$ cat config.mk
export PLATFORM = sky130hd
export DESIGN_NAME = lsu_mem_ctrl
export DESIGN_NICKNAME = d
export VERILOG_FILES = /design/src/rtl/lsu_mem_ctrl.sv
export SDC_FILE = /design/constraint.sdc
export NUM_CORES = 1
export LEC_CHECK = 0
export ABC_AREA = 0
export ABC_CLOCK_PERIOD_IN_PS = 3800
export CAP_MARGIN = 20
export CORE_ASPECT_RATIO = 0.9
export CORE_MARGIN = 2
export CORE_UTILIZATION = 49
export CTS_CLUSTER_DIAMETER = 60
export DETAILED_ROUTE_END_ITERATION = 7
export GPL_TIMING_DRIVEN = 0
export PLACE_DENSITY_LB_ADDON = 0.05
export SYNTH_ARGS = -nofsm -noshare
export SYNTH_HDL_FRONTEND = slang
export SYNTH_SLANG_ARGS = --single-unit
$ cat constraint.sdc
create_clock -name clk -period 3.8 [get_ports clk]
set_input_delay 0.76 -clock clk [delete_from_list [all_inputs] [get_ports clk]]
set_output_delay 0.76 -clock clk [all_outputs]
set_load 0.05 [all_outputs]
$ cat src/rtl/lsu_mem_ctrl.sv
// Load/store unit: request/grant/response bus FSM with lane steering and load extension.
// Optional macro LSU_MISALIGN_TRAP_EN: misaligned H/W accesses complete with err, no bus access.
module lsu_mem_ctrl #(
   parameter int ADDR_W  = 32,
   parameter int TIMEOUT = 255
) (
   input  logic              clk,
   input  logic              rst_n,
   input  logic              mem_op,
   input  logic              mem_we,
   input  logic [2:0]        funct3,
   input  logic [ADDR_W-1:0] eff_addr,
   input  logic [31:0]       store_data,
   output logic              stall,
   output logic              done,
   output logic [31:0]       load_data,
   output logic              err,
   output logic              mem_req,
   input  logic              mem_gnt,
   output logic [ADDR_W-1:0] mem_addr,
   output logic              mem_wen,
   output logic [31:0]       mem_wdata,
   output logic [3:0]        mem_wstrb,
   input  logic              mem_rvalid,
   input  logic [31:0]       mem_rdata
);

   typedef enum logic [1:0] {
      S_IDLE, S_REQ, S_WAIT, S_DONE
   } state_t;

   localparam logic [15:0] TO_LAST = 16'(TIMEOUT - 1);

   state_t            state_q, state_d;
   logic [15:0]       cnt_q, cnt_d;
   logic [ADDR_W-1:0] addr_q;
   logic              we_q;
   logic [2:0]        f3_q;
   logic [1:0]        off_q;
   logic [31:0]       wdata_q;
   logic [3:0]        wstrb_q;
   logic [31:0]       ld_q;
   logic              err_q;

   logic [1:0]  size;
   logic [1:0]  off;
   logic        illegal;
   logic        bad;
   logic [31:0] lane_wd;
   logic [3:0]  lane_st;
   logic        tmo;
   logic        fin;
   logic        fin_err;
   logic        ld_cap;
   logic [31:0] sh;
   logic [31:0] ext;

   assign size = funct3[1:0];
   assign tmo  = (cnt_q == TO_LAST);

   // Classify the incoming request and steer store data onto byte lanes
   always_comb begin
      if (mem_we) begin
         illegal = funct3[2] | (size == 2'b11);
      end else begin
         illegal = (size == 2'b11) | (funct3 == 3'b110);
      end
`ifdef LSU_MISALIGN_TRAP_EN
      bad = illegal
          | ((size == 2'b01) & eff_addr[0])
          | ((size == 2'b10) & (eff_addr[1:0] != 2'b00));
`else
      bad = illegal;
`endif
      unique case (1'b1)
         size == 2'b00: begin
            off     = eff_addr[1:0];
            lane_wd = {4{store_data[7:0]}};
            lane_st = 4'b0001 << off;
         end
         size == 2'b01: begin
            off     = {eff_addr[1], 1'b0};
            lane_wd = {2{store_data[15:0]}};
            lane_st = 4'b0011 << off;
         end
         default: begin
            off     = 2'b00;
            lane_wd = store_data;
            lane_st = 4'b1111;
         end
      endcase
   end

   // Pick the addressed byte/half of the response and extend it
   always_comb begin
      sh = mem_rdata >> {off_q, 3'b000};
      unique case (1'b1)
         f3_q == 3'b000: ext = {{24{sh[7]}}, sh[7:0]};
         f3_q == 3'b100: ext = {24'h0, sh[7:0]};
         f3_q == 3'b001: ext = {{16{sh[15]}}, sh[15:0]};
         f3_q == 3'b101: ext = {16'h0, sh[15:0]};
         default:        ext = mem_rdata;
      endcase
   end

   // State and timeout counter registers
   always_ff @(posedge clk or negedge rst_n) begin
      if (!rst_n) begin
         state_q <= S_IDLE;
         cnt_q   <= '0;
      end else begin
         state_q <= state_d;
         cnt_q   <= cnt_d;
      end
   end

   // Next state; timeout wins over a grant, a response wins over timeout
   always_comb begin
      state_d = state_q;
      fin_err = 1'b0;
      ld_cap  = 1'b0;
      cnt_d   = '0;
      unique case (state_q)
         S_IDLE: begin
            if (mem_op) begin
               state_d = bad ? S_DONE : S_REQ;
               fin_err = bad;
            end
         end
         S_REQ: begin
            cnt_d = cnt_q + 16'd1;
            if (tmo) begin
               state_d = S_DONE;
               fin_err = 1'b1;
            end else if (mem_gnt) begin
               state_d = S_WAIT;
            end
         end
         S_WAIT: begin
            cnt_d = cnt_q + 16'd1;
            if (mem_rvalid) begin
               state_d = S_DONE;
               ld_cap  = !we_q;
            end else if (tmo) begin
               state_d = S_DONE;
               fin_err = 1'b1;
            end
         end
         default: state_d = S_IDLE;
      endcase
      fin = (state_d == S_DONE) && (state_q != S_DONE);
   end

   // Core-facing and bus-facing controls decoded from state
   always_comb begin
      stall   = ((state_q == S_IDLE) & mem_op & rst_n)
              | (state_q == S_REQ) | (state_q == S_WAIT);
      done    = (state_q == S_DONE);
      mem_req = (state_q == S_REQ);
      mem_wen = we_q & (state_q == S_REQ);
   end

   // Latch the request in IDLE and the result on entry to DONE
   always_ff @(posedge clk or negedge rst_n) begin
      if (!rst_n) begin
         addr_q  <= '0;
         we_q    <= 1'b0;
         f3_q    <= 3'b000;
         off_q   <= 2'b00;
         wdata_q <= '0;
         wstrb_q <= '0;
         ld_q    <= '0;
         err_q   <= 1'b0;
      end else begin
         if ((state_q == S_IDLE) && mem_op) begin
            addr_q  <= {eff_addr[ADDR_W-1:2], 2'b00};
            we_q    <= mem_we;
            f3_q    <= funct3;
            off_q   <= off;
            wdata_q <= lane_wd;
            wstrb_q <= lane_st;
         end
         if (fin) begin
            err_q <= fin_err;
            if (ld_cap) begin
               ld_q <= ext;
            end
         end
      end
   end

   assign load_data = ld_q;
   assign err       = err_q;
   assign mem_addr  = addr_q;
   assign mem_wdata = wdata_q;
   assign mem_wstrb = wstrb_q;

endmodule

==> impl_results.md <==
- Top FF cell, synth: dfrtp_1
- Row cnt: 38
- Number of synthesized flops with an enable pin: 0
- Syn. warnings: 0
- Gr ovfl total: 0
- Final setup fails: 0
- F_max: 300.8 MHz
- Die W: 121.2 µm
- Sw Share: between 40% and 50%
- I/O Buffers: between 200 and 250
- Power Total: between 0.008 and 0.009 W
- Top-area cell type share of the netlist area: between 50% and 60%
- Placeable Area: about 0.012 mm²
- Maximum VDD drop: around 0.53 mV
- Reg power frac: around a quarter
- Fin crit share: 87.49%
- Worst EP required: between 3 and 4 ns
- Post-CTS Setup Repair Bufs: 0
- Period minus WS final: approximately 3.3 ns
- Ratio of cells with drive above 1 in the final layout: between 10% and 20%
- Async S/R FF share, synth: 100.0%
- CTS sink cnt: 123
- Synth cell types: 46
- H-tree depth: 4
- Logic pwr share: 56.0%
- Clock Tree Buf Depth: 2
- Critical path class: input pin to output pin
- WL/cell: approximately 18 µm
- Critical path capture point type: output pin
- Most frequent cells in the layout: clkdlybuf4s50_1 (203), dfrtp_1 (123), nand2_1 (80)
- Hold Fails Final Rpt: 0
- TritonRoute pass-1 iters: 4
- Startpoint types: input pin
- Sequential area share after synthesis: between 50% and 60%
- WP data arrival: between 2 and 3 ns
- Initial Util: roughly half
- Total of max-cap violations: 0
- Starting DRC count in detailed routing: around 320
- Switch Pwr: a little over 0.004 W
- Slew headroom: ~30%
- Clk slew on worst S/H paths: 0.06 ns
- Antenna Violating Nets Remaining: 0
- GP Congestion: 0.8434
- Finished Layout Cells: ~940
- Crit path max fanout: 11
- Clk pwr share: 18.6%
- Detail Placement HPWL: approximately 12 mm
- Avg Inst Size Synth: about 11 µm²
- CTS buffer count: 17
- Overall Global Routing Usage: 25.29%
- CTS tree: yes
- Largest net degree at the start of global routing: 73
- Post-Place Cells: 912
- PD cells: around 980 mW/mm²
- Synth-to-Final Area Change: 47.87%
- Post-synth top area cell: dfrtp_1
- Status: complete, no violations
- DP Worst Slack: -0.3991 ns
- Commonest non-fill, non-tap cell in the layout: clkdlybuf4s50_1
- Final Max Slew Viols: 0
- Leakage: 4.016 nW
- Later-pin clock latency in the skew report: around 0.4 ns
- Hold WC Path Type: input pin to asynchronous set/reset pin
- Mapped cell area: a little over 0.006 mm²
- Vias per cell: ~5.4
- Die area: roughly 0.013 mm²
- Synthesized instance count: about 540
- # diodes: 0
- Die Y: approximately 110 µm
- Clock Root Buffer: clkbuf_16
- Worst Slack Setup Final: roughly 0.48 ns
- Nets: approximately 880
- DR vias: about 5k
- Tightest Pin Transition: 1.037 ns
- Main area contributors after synthesis: dfrtp_1 (51%), mux2_2 (8.6%), mux2i_1 (6.8%), mux2_4 (5.5%), nand2_1 (5.0%)
- #FFs+latches synth: 123
- DRC Markers: 0
- First-pass GRT wire length: approximately 26 mm
- Initial antenna violation count: 0
- Clock skew: ~0.0081 ns
- Vias in the first global route: 5,182
- Hold_buf cts: 0
- RSZ-0062 raised after global routing: false
- Internal power: 0.004766 W
- Num ports: 210
- Post-Route WL: about 17 mm
## flip-flops by register name, indices dropped and copies added, names as in the netlist
| register | flops |
|---|---|
| load_data | 32 |
| mem_wdata | 32 |
| mem_addr | 30 |
| cnt_q | 16 |
| mem_wstrb | 4 |
| f3_q | 3 |
| off_q | 2 |
| state_q | 2 |
| err | 1 |
| we_q | 1 |
## cell usage after synthesis (2+ instances only)
library cell  number
mux2_4            22
xor2_1             3
a21boi_0           2
nor2_1            25
a21oi_1           21
o22ai_1            7
nor2b_1            6
inv_1             14
mux2_2            46
ha_1               7
dfrtp_1          123
nand3_1            6
buf_1              3
clkbuf_1          25
and2_1            13
buf_4              2
mux2i_1           41
a22o_1             7
or3_1              3
o21ai_0           40
nand4_1            4
and4_1             3
nand2_1           80
xnor2_1            9
nand2b_1           3
o211ai_1           7
buf_12             3
## layout make-up
class                   count  area [µm²]
fillers                   900        3118
clock inverters             9       111.4
plain buffers              33       188.9
flip-flops and latches    123        3078
repair buffers            207        2088
clock buffers              23       498.0
multi-input cells         374        2741
inverters                  14       52.55
well taps                 160       200.2
## power by group through the flow
stage               clock network [W]  registers [W]  logic [W]
floorplan                           0        0.00402    0.00146
global placement                    0        0.00221    0.00484
detailed placement                  0        0.00225    0.00491
CTS                           0.00165        0.00224    0.00494
global route                  0.00171        0.00231    0.00518
finish                        0.00164        0.00224    0.00492
## path summary, 6_finish.rpt
check	cells after the start	end	from	slack, ns
max reg2reg	7	load_data[21]	off_q[1]	0.86
min reg2reg	2	mem_wdata[28]	mem_wdata[28]	0.48
min in group clk	2	mem_wdata[28]	mem_wdata[28]	0.48
max in group asynchronous	2	mem_wdata[12]	rst_n	2.80
max	6	stall	mem_op	0.48
min	1	load_data[22]	rst_n	0.29
## cell families (layout without fill, tap and decap cells)
group / count (synthesis) / in the layout / share of synthesized area (%)
xor+xnor: 12 / 12 / 1.735
mux: 110 / 110 / 21.15
buf+inv: 48 / 286 / 4.027
fa+ha+maj: 7 / 7 / 1.446
other cells: 1 / 2 / 0.06190
compound gates: 92 / 92 / 9.087
flops: 123 / 123 / 50.81
simple gates: 151 / 151 / 11.69
## per-layer routing
metal | GRT usage [%] | vias up | wire length, µm
met5 | 0 | - | 0
li1 | - | 2355 | -
met2 | 41.73 | 240 | 7988
met1 | 30.90 | 2497 | 6833
met3 | 7.884 | 39 | 1377
met4 | 10.92 | 0 | 439
## per-stage QoR
stage / util, % / TNS, ns / instance area [µm²] / hold slack (ns)
2_1_floorplan: - / 0 / 6062 / 0.4644
3_3_place_gp: 68.85 / -341.64 / 8314 / 0.4617
3_5_place_dp: 69.13 / -0.3991 / 8348 / 0.4689
4_1_cts: 74.16 / 0 / 8956 / 0.2966
5_1_grt: 74.18 / 0 / 8959 / 0.3173
6_report: 74.18 / 0 / 8959 / 0.2858
## worst max-delay path: stages
cell and delay [ns]:
clkdlybuf4s50_1 0.54, and2_2 0.34, clkbuf_2 0.33, nand2_1 0.09, nand2_1 0.08, dlymetal6s2s_1 0.41
## what timing repair did
item,4_1_cts,5_1_grt
hold endpoints to repair,0,0
endpoints found under the setup margin,1,1
resized for setup,2,1
No activity file was read; power rests on OpenSTA's default activity.
